===== src/rtl/ras_recover_ctrl.sv =====
// Return-address-stack recovery sequencer: forwards fetch push/pop to the speculative stack, rebuilds it from the committed stack on Redirect.
// Latency: fetch forwarding is same-cycle; a recovery of N entries occupies N+2 cycles after Redirect (1 cycle when N=0).
// Backpressure: FetchReady drops on Redirect and while recovering; CmtHold freezes retire-side stack updates while busy.
module ras_recover_ctrl #(
  parameter int RASDEEP = 16,
  parameter int RASPTRW = 4,
  parameter int ADDRW   = 32
) (
  input  logic               Clk,
  input  logic               Rest,
  input  logic               Redirect,
  input  logic [RASPTRW-1:0] CmtPtr,
  input  logic [RASPTRW:0]   CmtCount,
  output logic               CmtRdAble,
  output logic [RASPTRW-1:0] CmtRdAddr,
  input  logic [ADDRW-1:0]   CmtRdDate,
  output logic               CmtHold,
  input  logic               FetchPushReq,
  input  logic [ADDRW-1:0]   FetchPushDate,
  input  logic               FetchPopReq,
  output logic               FetchReady,
  output logic               SpecPushAble,
  output logic [ADDRW-1:0]   SpecPushDate,
  output logic               SpecPopAble,
  output logic               SpecWrAble,
  output logic [RASPTRW-1:0] SpecWrAddr,
  output logic [ADDRW-1:0]   SpecWrDate,
  output logic               SpecPtrLoad,
  output logic [RASPTRW-1:0] SpecPtrVal,
  output logic [RASPTRW:0]   SpecCountVal,
  output logic               RecoverBusy,
  output logic               RecoverDone
);

  // Sequencer states
  localparam logic [1:0] IDLE  = 2'd0;
  localparam logic [1:0] COPY  = 2'd1;
  localparam logic [1:0] DRAIN = 2'd2;
  localparam logic [1:0] LOAD  = 2'd3;

  // A full stack holds RASDEEP entries, so counts need one more bit than pointers
  localparam logic [RASPTRW:0] DEPTH   = (RASPTRW+1)'(RASDEEP);
  localparam logic [RASPTRW:0] CNT_ONE = (RASPTRW+1)'(1);

  logic [1:0]         state;
  logic [1:0]         state_nxt;
  logic [RASPTRW-1:0] ptr_q;      // committed pointer captured at Redirect
  logic [RASPTRW:0]   cnt_q;      // clamped committed count captured at Redirect
  logic [RASPTRW:0]   k_q;        // index of the next entry to read
  logic               rd_pend;    // a committed read was issued last cycle
  logic [RASPTRW-1:0] wa_q;       // speculative slot the pending read lands in
  logic               hold_q;

  logic [RASPTRW:0]   cnt_clamp;
  logic [RASPTRW-1:0] base;
  logic [RASPTRW-1:0] rd_addr;
  logic               last_rd;
  logic               copy_go;
  logic               wr_go;
  logic               load_go;

  // A committed count beyond the stack depth still means "stack is full"
  assign cnt_clamp = (CmtCount > DEPTH) ? DEPTH : CmtCount;

  // Oldest valid committed entry; a full stack (count bits wrap to 0) starts at the pointer itself
  assign base    = ptr_q - cnt_q[RASPTRW-1:0];
  assign rd_addr = base + k_q[RASPTRW-1:0];
  assign last_rd = (k_q == (cnt_q - CNT_ONE));

  // Next-state: Redirect restarts recovery from any state and wins over normal progress
  always_comb begin
    state_nxt = state;
    case (state)
      IDLE:    state_nxt = IDLE;
      COPY:    state_nxt = last_rd ? DRAIN : COPY;
      DRAIN:   state_nxt = LOAD;
      LOAD:    state_nxt = IDLE;
      default: state_nxt = IDLE;
    endcase
    if (Redirect) begin
      state_nxt = (cnt_clamp != '0) ? COPY : LOAD;
    end
  end

  // State, captured committed snapshot and copy bookkeeping
  always_ff @(posedge Clk or posedge Rest) begin
    if (Rest) begin
      state   <= IDLE;
      ptr_q   <= '0;
      cnt_q   <= '0;
      k_q     <= '0;
      rd_pend <= 1'b0;
      wa_q    <= '0;
    end else begin
      state <= state_nxt;
      if (Redirect) begin
        // Fresh snapshot; anything still in flight from an earlier copy is dropped
        ptr_q   <= CmtPtr;
        cnt_q   <= cnt_clamp;
        k_q     <= '0;
        rd_pend <= 1'b0;
      end else if (state == COPY) begin
        k_q     <= k_q + CNT_ONE;
        rd_pend <= 1'b1;
        wa_q    <= rd_addr;
      end else begin
        rd_pend <= 1'b0;
      end
    end
  end

  // Retire hold flop tracks the state register so it is glitch-free toward retire
  always_ff @(posedge Clk or posedge Rest) begin
    if (Rest) begin
      hold_q <= 1'b0;
    end else begin
      hold_q <= (state_nxt != IDLE);
    end
  end

  // A Redirect cycle suppresses every recovery side effect of the state being abandoned
  assign copy_go = (state == COPY) && !Redirect;
  assign wr_go   = rd_pend && ((state == COPY) || (state == DRAIN)) && !Redirect;
  assign load_go = (state == LOAD) && !Redirect;

  // Fetch passthrough only when idle, not flushing and not in reset
  assign FetchReady   = (state == IDLE) && !Redirect && !Rest;
  assign SpecPushAble = FetchPushReq && FetchReady;
  assign SpecPushDate = SpecPushAble ? FetchPushDate : '0;
  assign SpecPopAble  = FetchPopReq && FetchReady;

  // Committed read port: one entry per COPY cycle, data returns the following cycle
  assign CmtRdAble = copy_go;
  assign CmtRdAddr = copy_go ? rd_addr : '0;

  // Speculative line write with the data returned from last cycle's read
  assign SpecWrAble = wr_go;
  assign SpecWrAddr = wr_go ? wa_q : '0;
  assign SpecWrDate = wr_go ? CmtRdDate : '0;

  // Final pointer/count load closes the recovery
  assign SpecPtrLoad  = load_go;
  assign SpecPtrVal   = load_go ? ptr_q : '0;
  assign SpecCountVal = load_go ? cnt_q : '0;
  assign RecoverDone  = load_go;

  assign CmtHold     = hold_q;
  assign RecoverBusy = (state != IDLE);

endmodule

===== config.mk =====
export PLATFORM = sky130hd
export DESIGN_NAME = ras_recover_ctrl
export DESIGN_NICKNAME = d
export VERILOG_FILES = /design/src/rtl/ras_recover_ctrl.sv
export SDC_FILE = /design/constraint.sdc
export NUM_CORES = 1
export LEC_CHECK = 0
export BUFFER_PORTS_ARGS = -buffer_cell sky130_fd_sc_hd__buf_2
export CORE_ASPECT_RATIO = 0.8
export CORE_MARGIN = 2
export CORE_UTILIZATION = 40
export CTS_CLUSTER_DIAMETER = 120
export CTS_CLUSTER_SIZE = 12
export DETAILED_ROUTE_END_ITERATION = 10
export HOLD_SLACK_MARGIN = 0.15
export PLACE_DENSITY = 0.82
export SYNTH_ARGS = -nofsm -noshare
export SYNTH_HDL_FRONTEND = slang
export SYNTH_SLANG_ARGS = --single-unit

===== constraint.sdc =====
create_clock -name Clk -period 3.3 [get_ports Clk]
set_input_delay 0 -clock Clk [delete_from_list [all_inputs] [get_ports Clk]]
set_output_delay 0 -clock Clk [all_outputs]
set_load 0.01 [all_outputs]

* After elaboration in Yosys (flattened, before gate mapping)
Index checks and enable logic that the tools add are counted.
** Storage, ports and cells
- Flip-flop bits (word level) :: 22
- Input port bits :: 78
- Word-level logic and storage cells :: 50
** Operators by class
- $add $sub $neg :: 4
- $lt $le $gt $ge :: 1
- Equality and inequality tests :: 4
- Multiplexer cells :: 15
- Bitwise logic cells :: 1
- Reduce and logical (&&, ||, !) cells :: 18
** Operators with widths (count)
- $mux 32 :: 2
- $mux 5 :: 4
- $mux 4 :: 3
- $logic_and 1x1->1 :: 8
- $mux 2 :: 3
- $pmux 2 s3 :: 1
- $reduce_bool 2->1 :: 3
- $add 5x1->5 const B :: 1
- $eq 5x5->1 :: 1
- $gt 5x5->1 const B :: 1
- $reduce_bool 5->1 :: 1
- $sub 5x1->5 const B :: 1
- $add 4x4->4 :: 1
- $eq 2x2->1 const B :: 2
- $sub 4x4->4 :: 1
- $eq 2x1->1 const B :: 1
- $logic_not 1->1 :: 2
- $logic_not 2->1 :: 1
- $mux 1 :: 2
- $reduce_and 2->1 :: 1
- $reduce_or 2->1 :: 1
- $logic_or 1x1->1 :: 1
- $not 1->1 :: 1

* Logic depth before layout (Yosys ltp)
Gate-level depths: netlist of the first run.
- Word-level depth :: 6
- Mapped depth :: 9
- Depth with buffers taken out :: 9

* Least setup slack after synthesis of the first run
No wires, ideal clock.
- Kind :: register to register
- Start :: reg k_q[1]
- End :: reg wa_q[3]
- Setup time :: 0.126 ns
- Arrival time :: 1.839 ns
- Data required time :: 3.174 ns
- Path slack :: 1.335 ns
- Cell stages (with the launch flop) :: 9
- Period minus slack after synthesis :: 1.965 ns
- Cell sequence :: dfrtp_1 -> inv_1 -> fa_1 -> inv_1 -> ha_1 -> a21o_1 -> a21oi_1 -> xnor2_1 -> o21ai_0
** On the way
- Cells in the longest elaborated chain, start to end :: 1
** RTL lines
- start, declared :: RTL line 49 : logic [RASPTRW:0] k_q;
- start signal, assigned :: RTL line 103 : k_q <= k_q + CNT_ONE;
- $add 4x4->4 :: RTL line 67 : assign rd_addr = base + k_q[RASPTRW-1:0];
- end signal, assigned :: RTL line 105 : wa_q <= rd_addr;
- end, declared :: RTL line 51 : logic [RASPTRW-1:0] wa_q;
Every way passes these cells.
A chain may end at the register's enable or synchronous reset.

* Worst setup path after layout of the first run
- Start :: reg k_q[1]
- End :: out CmtRdAddr[3]
** On the way
- Cells in the longest elaborated chain, start to end :: 2
** RTL lines
- $add 4x4->4 :: RTL line 67
- $mux 4 :: RTL line 134 : assign CmtRdAddr = copy_go ? rd_addr : '0;
- end, declared :: RTL line 15 : output logic [RASPTRW-1:0] CmtRdAddr,
Every way passes these cells.

==> impl_metrics.ini, run 1 <==
[worst_setup_path]
arrival_ns = 2.38
cp_slowest_cell = fa_1
cp_data_required_time_ns = 3.30
cp-end-kind = output port
path_common_cell = inv_1
critical_path.cell_chain = inv_1, fa_1, inv_1, ha_1, a21o_1, a21oi_1, xnor2_1, nor2_1, buf_2
start_kind = register
cpPeakStageDelay_ns = 0.55
path_max_fanout = 5
reg2reg_slack_ns = 1.17
worstSetupPathType = register to output port

[placed_design]
dpl_cell_area_mm2 = 0.00267
dp_hpwl_um = 4450
port_buffers = 167
dp_cells = 425
place_congestion = 0.799

[sta]
period_minus_slack_ns = 2.38
fin_setup_tns_ns = 0
slew_viol_final = 0
worstMarginPinSlew_ns = 0.834
rsz0062_at_grt = false
setup_viol = 0
hold_ws_ns = 0.181
fin_crit_sh = 0.720
max_clock_freq_ghz = 0.421
maxSlewHeadroom = 0.444
skew_ns = 0.00104
hold_violations = 0

[floorplanning]
die_h_um = 64.4
start_util = 0.426
pin_count = 168
core_area_mm2 = 0.00428
dieArea_mm2 = 0.00512
die_w_um = 79.5
rows = 21

[power]
finalPower_mw = 0.997
ir_drop_v = 0.000287
share_comb_of_total_power = 0.457
power.density_mw_per_mm2 = 352
p_clk_frac = 0.195
internal_power_mw = 0.639
netSwitchingFraction = 0.359
seq_power_share = 0.348
p_sw_mw = 0.358
power_leakage_nw = 1.81

[clocking]
cts_sinks = 22
cts_tree = built
postCtsSetupBuffers = 0
clk_latency_ns = 0.26
numCtsBuffers = 3
cts_root_buf = clkbuf_8
cts_buffer_depth = 2
cts_resized = 0
cts_max_level = 1
clk_pin_slew_ns = 0.08

[yosys]
yosysTopAreaCell = dfrtp_1
synthesis.nets = 306
yosysTopAreaCellShare = 0.302
ys_warn_count = 0
avgSynthCellArea_um2 = 8.48
yosys-top-cells-area = dfrtp_1, and2_1, and3_1, ha_1, xnor2_1
synth-seq-area-share = 0.302
synthCells = 215
ys_seq_elements = 22
synth.cell_area_mm2 = 0.00182
synth.distinct_cells = 31

[routing]
vias = 1996
drt-total-wl_um = 5780
remaining_drc_errors = 0
drt_iter0_drc = 58
dr.pass1.iters = 5
vias_per_cell = 4.54
antenna_left = 0
wire_per_inst_um = 13.1

[run_status]
status = finished clean

[cells_and_area]
layout-drive-gt1-share = 0.473
area_growth_pct = 55.2
instances_no_fill = 440
final_common_cell = buf_2
layout.nets = 475
final_cell_mix = buf_2, and2_1, and3_1, dfrtp_1, inv_1
antenna_cells = 0
design_area_mm2 = 0.00283

[job]
cap_violations = 0

[global_routing]
antenna_found_initial = 0
grt_max_degree = 38
grt_pass1_vias = 1741
grt.total_usage = 0.213
grt_pass1_wl_um = 8700
grt-ovfl-total = 0

[min_path]
hold_path.class = input pin to register
-- path summary, 6_finish.rpt --
check / cells past startpoint / endpoint / startpoint
worst max register to register: 8 / wa_q[3]$_DFFE_PP0P_ / k_q[1]$_DFFE_PP0P_
worst min-delay path: 3 / state[1]$_DFF_PP0_ / CmtCount[0]
worst max-delay path: 9 / CmtRdAddr[3] / k_q[1]$_DFFE_PP0P_
worst min register to register: 1 / wa_q[0]$_DFFE_PP0P_ / wa_q[0]$_DFFE_PP0P_
min in group asynchronous: 3 / cnt_q[0]$_DFFE_PP0P_ / Rest
max in group asynchronous: 3 / cnt_q[1]$_DFFE_PP0P_ / Rest
-- worst max-delay path: cells and delay by family (launching register included) --
kind | cells | cell delay (ns)
XOR/XNOR | 1 | 0.17
AND/OR/NAND/NOR | 1 | 0.05
buffers and inverters | 3 | 0.27
AO/OA/AOI/OAI | 2 | 0.37
adder cells (fa/ha/maj) | 2 | 0.83
flip-flops | 1 | 0.42
-- timing repair --
action	CTS	global route
hold endpoints to repair	31	0
setup endpoints to repair	0	0
hold buffers	11	0
-- state kept, by name, summed over array words and instances (netlist names) --
register and count:
CmtHold 1, state 2, rd_pend 1, k_q 5, wa_q 4, ptr_q 4
cnt_q 5
-- Yosys cell counts --
cell type	instances
nor3_2	1
xor2_1	4
o22ai_1	4
nor3_1	2
a221o_1	1
and3_1	32
or4_1	1
a21oi_1	1
clkbuf_1	12
nor2b_1	1
nor3b_1	1
a21o_1	4
nor2_1	12
mux2_2	3
buf_4	1
ha_1	10
buf_2	1
dfrtp_1	22
nand4_1	2
nand2_1	9
nand2b_4	1
o2111ai_2	1
xnor2_1	10
a2111oi_2	1
mux2i_1	1
and2_1	48
buf_6	2
fa_1	3
o21ai_0	3
inv_1	20
clkinv_2	1
-- kinds of logic (layout without fill, tap and decap cells) --
logic type      Yosys count  count (layout)  share of synthesized area
simple gates            110             110                      0.355
buf+inv                  37             205                     0.0878
flops                    22              22                      0.302
compound gates           15              15                     0.0631
xor+xnor                 14              14                     0.0672
fa+ha+maj                13              13                      0.102
mux                       4               4                     0.0240
-- metal layers --
layer / global-route usage / vias up / routed length (um)
met5: 0 / - / 0
met4: 0.0259 / 0 / 53
met3: 0.0523 / 10 / 472
met2: 0.380 / 85 / 2930
met1: 0.267 / 871 / 2330
li1: - / 1030 / -
-- cell type report --
type	count	area [um^2]
Fill cell	381	1450
Inverter	21	80.1
Clock buffer	4	55.1
Multi-Input combinational cell	156	1110
Tap cell	57	71.3
Timing Repair Buffer	180	961
Sequential cell	22	551
-- power groups by stage --
stage	sequential, mW	combinational, mW	clock [mW]
3_5_place_dp	0.352	0.446	0
4_1_cts	0.347	0.459	0.196
6_report	0.347	0.455	0.195
3_3_place_gp	0.351	0.425	0
2_1_floorplan	0.345	0.290	0
5_1_grt	0.353	0.507	0.206
-- per-stage QoR --
| stage | util | setup slack, ns |
|---|---|---|
| finish | 0.661 | 0.924 |
| detailed placement | 0.623 | 1.18 |
| CTS | 0.661 | 0.935 |
| global route | 0.661 | 0.768 |
| floorplan | - | 1.33 |
| global placement | 0.623 | 1.26 |
Power figures use the tool's default switching activity.
==> run 2, diff against run 1 <==
ABC_AREA = 1   (was default)
CORE_UTILIZATION = 36   (was 40)
PLACE_DENSITY = 0.74   (was 0.82)
clock period = 2.08 ns   (was 3.3 ns; I/O delays follow)
==> run 2 against run 1 <==
Compared with the run above: the run now ends with setup timing left; design area rose by 13%; largest cell class unchanged; highest routed layer unchanged; first-iteration DRC count rose to 2.5 times the previous value; largest power group unchanged; synthesized cell count rose by 58%; critical endpoint unchanged.
==> impl_metrics.ini, run 2 <==
[clocking]
numCtsBuffers = 3
cts_root_buf = clkbuf_8
clk_pin_slew_ns = 0.09
cts_sinks = 22
cts_tree = built
clk_latency_ns = 0.28
cts_max_level = 1
cts_buffer_depth = 2

[worst_setup_path]
startpoint = ptr_q[1]$_DFFE_PP0P_
crit_end = CmtRdAddr[3]
reg2reg_slack_ns = 0.15
rr_startpoint = k_q[1]$_DFFE_PP0P_
cp_data_required_time_ns = 2.08
critical_path.cell_chain = inv_2, fa_1, inv_2, ha_4, nand3_4, inv_2, nor2_2, nand3_2, nand3_2, inv_2, buf_6
path_max_fanout = 3
cp-end-kind = output port
arrival_ns = 2.11
cp_slowest_cell = fa_1
path_common_cell = inv_2
worstSetupPathType = register to output port
start_kind = register
r2r.worst_path.cells = 6
cpPeakStageDelay_ns = 0.59
r2r-end = wa_q[1]$_DFFE_PP0P_

[floorplanning]
rows = 24
die_h_um = 71.2
pin_count = 168
dieArea_mm2 = 0.00627
die_w_um = 88.0
core_area_mm2 = 0.00547
start_util = 0.372

[power]
power.density_mw_per_mm2 = 560
finalPower_mw = 1.79
ir_drop_v = 0.000389
power_leakage_nw = 2.25

[cells_and_area]
final_cell_mix = buf_2, inv_1, nor2_1, nand2_1, dfrtp_1
design_area_mm2 = 0.00320
final_common_cell = buf_2
layout-drive-gt1-share = 0.396
top_regs = cnt_q: 5 flops, k_q: 5 flops
layout.nets = 612
finish.utilization = 0.586
antenna_cells = 0
instances_no_fill = 598
area_growth_pct = 57.5

[placed_design]
dpl_cell_area_mm2 = 0.00290
place_congestion = 0.857
dp_hpwl_um = 5240
port_buffers = 167
pre_cts_slack_ns = 0.0832
dp_cells = 577

[routing]
wire_per_inst_um = 11.8
dr.pass1.iters = 4
antenna_left = 0
vias_per_cell = 4.28
vias = 2558
drt-total-wl_um = 7070
remaining_drc_errors = 0
drt_iter0_drc = 145

[global_routing]
antenna_found_initial = 0
grt.met2_usage = 0.364
top_usage_layer = met2
grt_pass1_wl_um = 10100
grt_max_degree = 34
grt.total_usage = 0.202
grt_pass1_vias = 2232
grtUsageMet1 = 0.246
grt-ovfl-total = 0
grt_util_met3 = 0.0346

[yosys]
async_flop_share = 1.00
synth-seq-area-share = 0.271
yosys-top-cells-area = dfrtp_1, inv_1, nor2_1, nand2_1, ha_1
synth_top_flop_cell = dfrtp_1
synthCells = 340
ys_seq_elements = 22
synth_edf_count = 0
synthesis.nets = 431
yosysTopAreaCell = dfrtp_1
yosysMostFrequentCell = inv_1
synth_common_cells = inv_1, nor2_1, nand2_1
synth.distinct_cells = 27
ys_warn_count = 0
avgSynthCellArea_um2 = 5.98
synth.cell_area_mm2 = 0.00203
yosysTopAreaCellShare = 0.271

[sta]
rsz0062_at_grt = true
hold_violations = 0
fin_setup_tns_ns = -0.0505
maxSlewHeadroom = 0.414
setup_viol = 3
worstMarginPinSlew_ns = 0.878
setup_slack_ns = -0.0289
skew_ns = 0.00719
max_clock_freq_ghz = 0.474
fin_crit_sh = 1.01
slew_viol_final = 0
hold_ws_ns = 0.160
period_minus_slack_ns = 2.11

[run_status]
status = finished, violations left
violations = setup timing

[job]
cap_violations = 0

[min_path]
hold_path.class = input pin to register
[run 2: cell count changes in the layout (fill, tap and decap cells not counted), sizes merged, moves of 8 or more]
cell	before	now
inv	20	114
nor2	12	91
and2	48	1
nand2	9	47
and3	32	0
nand3	0	12
buf	169	177
xnor2	10	2
[run 2: critical path: cells and delay by family, from the launching register on]
family                   cells  cell delay (ns)
buffers and inverters        5             0.30
adder cells (fa/ha/maj)      2             0.81
flip-flops                   1             0.34
AND/OR/NAND/NOR              4             0.39
[run 2: timing repair]
item                       4_1_cts  5_1_grt
hold buffers                     9        0
gates resized for setup          8       15
setup buffers                    7        1
pin swaps                        7        8
setup endpoints to repair        3        3
hold endpoints to repair        31        0
[run 2: routing by layer]
| metal | vias up | part of all wire |
|---|---|---|
| met5 | - | 0 |
| met4 | 0 | 0.017 |
| met3 | 13 | 0.085 |
| met2 | 117 | 0.49 |
| met1 | 1117 | 0.41 |
| li1 | 1311 | - |
[run 2: cell families (layout without fill, tap and decap cells)]
logic type,count (synthesis),after routing,synth area share
compound gates,19,19,0.0529
flops,22,22,0.271
xor+xnor,3,3,0.0129
buf+inv,124,304,0.252
simple gates,159,159,0.320
fa+ha+maj,13,13,0.0911
[run 2: where the power goes]
group | internal, mW | leakage, nW | switching [mW]
logic | 0.382 | 1.94 | 0.467
clock network | 0.258 | 0.0357 | 0.162
registers | 0.490 | 0.272 | 0.0342
total | 1.13 | 2.25 | 0.664
[run 2: worst min path at each step]
| stage | from | to | cells past startpoint |
|---|---|---|---|
| floorplan | Rest | CmtHold$_DFF_PP0_ | 1 |
| global placement | CmtPtr[0] | ptr_q[0]$_DFFE_PP0P_ | 3 |
| detailed placement | CmtPtr[0] | ptr_q[0]$_DFFE_PP0P_ | 3 |
| CTS | CmtCount[4] | cnt_q[3]$_DFFE_PP0P_ | 3 |
| global route | Redirect | ptr_q[2]$_DFFE_PP0P_ | 3 |
| finish | CmtCount[4] | cnt_q[3]$_DFFE_PP0P_ | 3 |
[run 2: final cells by class]
| cell class | count | area, um^2 |
|---|---|---|
| well taps | 78 | 97.6 |
| clock buffers | 3 | 41.3 |
| fillers | 532 | 2260 |
| flip-flops and latches | 22 | 551 |
| clock inverters | 1 | 30.0 |
| repair buffers | 186 | 1010 |
| inverters | 114 | 430 |
| multi-input cells | 194 | 1040 |
==> run 3, diff against run 2 <==
GPL_TIMING_DRIVEN = 0   (was default)
==> run 3 against run 2 <==
Compared with the run above: the flow still finishes with violations (setup timing); global-route usage is 0.29 points lower; critical path type unchanged; critical endpoint is now CmtRdAddr[2]; core utilization increased by 1.7 points; sequential power is essentially flat; largest power group unchanged; total power down 8.0%; worst setup slack better by 0.020 ns; register-to-register slack barely moved; highest routed layer unchanged; final cell count up 2.3%.
==> impl_metrics.ini, run 3 (synthesized netlist as in run 2, its figures left out) <==
[routing]
drt-total-wl_um = 6830
dr.pass1.iters = 4
remaining_drc_errors = 0
vias = 2543
drt_iter0_drc = 71
wire_per_inst_um = 11.2
vias_per_cell = 4.16
antenna_left = 0

[global_routing]
grt_pass1_wl_um = 10100
grt_pass1_vias = 2265
antenna_found_initial = 0
grt.total_usage = 0.199
grt-ovfl-total = 0
grt_max_degree = 23

[sta]
maxSlewHeadroom = 0.422
rsz0062_at_grt = true
fin_crit_sh = 1.00
period_minus_slack_ns = 2.09
skew_ns = 0.00434
max_clock_freq_ghz = 0.479
hold_violations = 0
slew_viol_final = 0
worstMarginPinSlew_ns = 0.866
setup_slack_ns = -0.00931
hold_ws_ns = 0.149
setup_viol = 1

[worst_setup_path]
cp_data_required_time_ns = 2.08
arrival_ns = 2.09
worstSetupPathType = register to output port
start_kind = register
cp-end-kind = output port
path_max_fanout = 3

[cells_and_area]
area_growth_pct = 62.0
top_regs = cnt_q: 5 flops, k_q: 5 flops
final_cell_mix = buf_2, inv_1, nor2_1, nand2_1, dfrtp_1
layout.nets = 626
antenna_cells = 0
final_common_cell = buf_2
layout-drive-gt1-share = 0.384

[placed_design]
port_buffers = 166
pre_cts_slack_ns = 0.0902
place_congestion = 0.867
dp_hpwl_um = 5380

[clocking]
clk_pin_slew_ns = 0.08
cts_root_buf = clkbuf_8
cts_tree = built
numCtsBuffers = 3
cts_max_level = 1
clk_latency_ns = 0.26
cts_buffer_depth = 2
cts_sinks = 22

[min_path]
hold_path.class = input pin to register

[power]
power_leakage_nw = 2.31
ir_drop_v = 0.000334
power.density_mw_per_mm2 = 501

[floorplanning]
core_area_mm2 = 0.00547
die_h_um = 71.2
start_util = 0.372
die_w_um = 88.0
pin_count = 168
rows = 24
dieArea_mm2 = 0.00627

[run_status]
status = finished, violations left
violations = setup timing

[job]
cap_violations = 0
run 3: layer usage:
metal | routed length [um] | part of all wire | track usage
met1 | 2860 | 0.42 | 0.237
met2 | 3360 | 0.49 | 0.375
met3 | 528 | 0.077 | 0.0380
met4 | 87 | 0.013 | 0.0354
met5 | 0 | 0 | 0
run 3: worst max-delay path: stages, from the launching register on:
cell,delay (ns)
dfrtp_1,0.43
ha_1,0.33
inv_1,0.07
ha_2,0.19
inv_2,0.05
fa_2,0.39
xnor2_2,0.13
nand2_1,0.08
inv_1,0.06
buf_2,0.12
run 3: cell type report:
type / count / area, um^2
Tap cell: 78 / 97.6
Sequential cell: 22 / 551
Timing Repair Buffer: 190 / 1060
Multi-Input combinational cell: 194 / 1020
Inverter: 114 / 430
Fill cell: 537 / 2170
Clock buffer: 4 / 55.1
Buffer: 10 / 82.6
run 3: what timing repair did:
action                     4_1_cts  5_1_grt
setup endpoints to repair        2        4
resized for setup                8        6
pin swaps                        9        3
setup buffers                    6        2
hold buffers                    16        0
hold endpoints to repair        33        0
run 3: path summary, 6_finish.rpt:
path | start | endpoint | cells past startpoint | slack, ns
worst max-delay path | cnt_q[0]$_DFFE_PP0P_ | CmtRdAddr[2] | 9 | -0.009
worst min-delay path | CmtCount[4] | cnt_q[2]$_DFFE_PP0P_ | 4 | 0.15
worst max register to register | cnt_q[0]$_DFFE_PP0P_ | wa_q[1]$_DFFE_PP0P_ | 7 | 0.15
worst min register to register | wa_q[3]$_DFFE_PP0P_ | wa_q[3]$_DFFE_PP0P_ | 2 | 0.50
max in group asynchronous | Rest | rd_pend$_DFF_PP0_ | 3 | 1.02
min in group asynchronous | Rest | cnt_q[1]$_DFFE_PP0P_ | 3 | 0.53
run 3: through the flow:
stage	instance area (um^2)	setup TNS, ns	total power, mW	util	cells
final	3290	-0.00931	1.65	0.603	612
after global routing	3290	-0.244	1.78	0.603	612
after CTS	3260	-0.0471	1.60	0.596	610
after detailed placement	2960	0	1.19	0.542	584
after global placement	2960	0	1.17	0.542	584
after floorplan	2030	0	0.950	-	340
run 3: report_power, final:
part           leakage [nW]  internal, mW  total (mW)  switching [mW]
clock                0.0288         0.168       0.304           0.135
combinational          2.01         0.384       0.822           0.438
sequential            0.272         0.490       0.524          0.0337
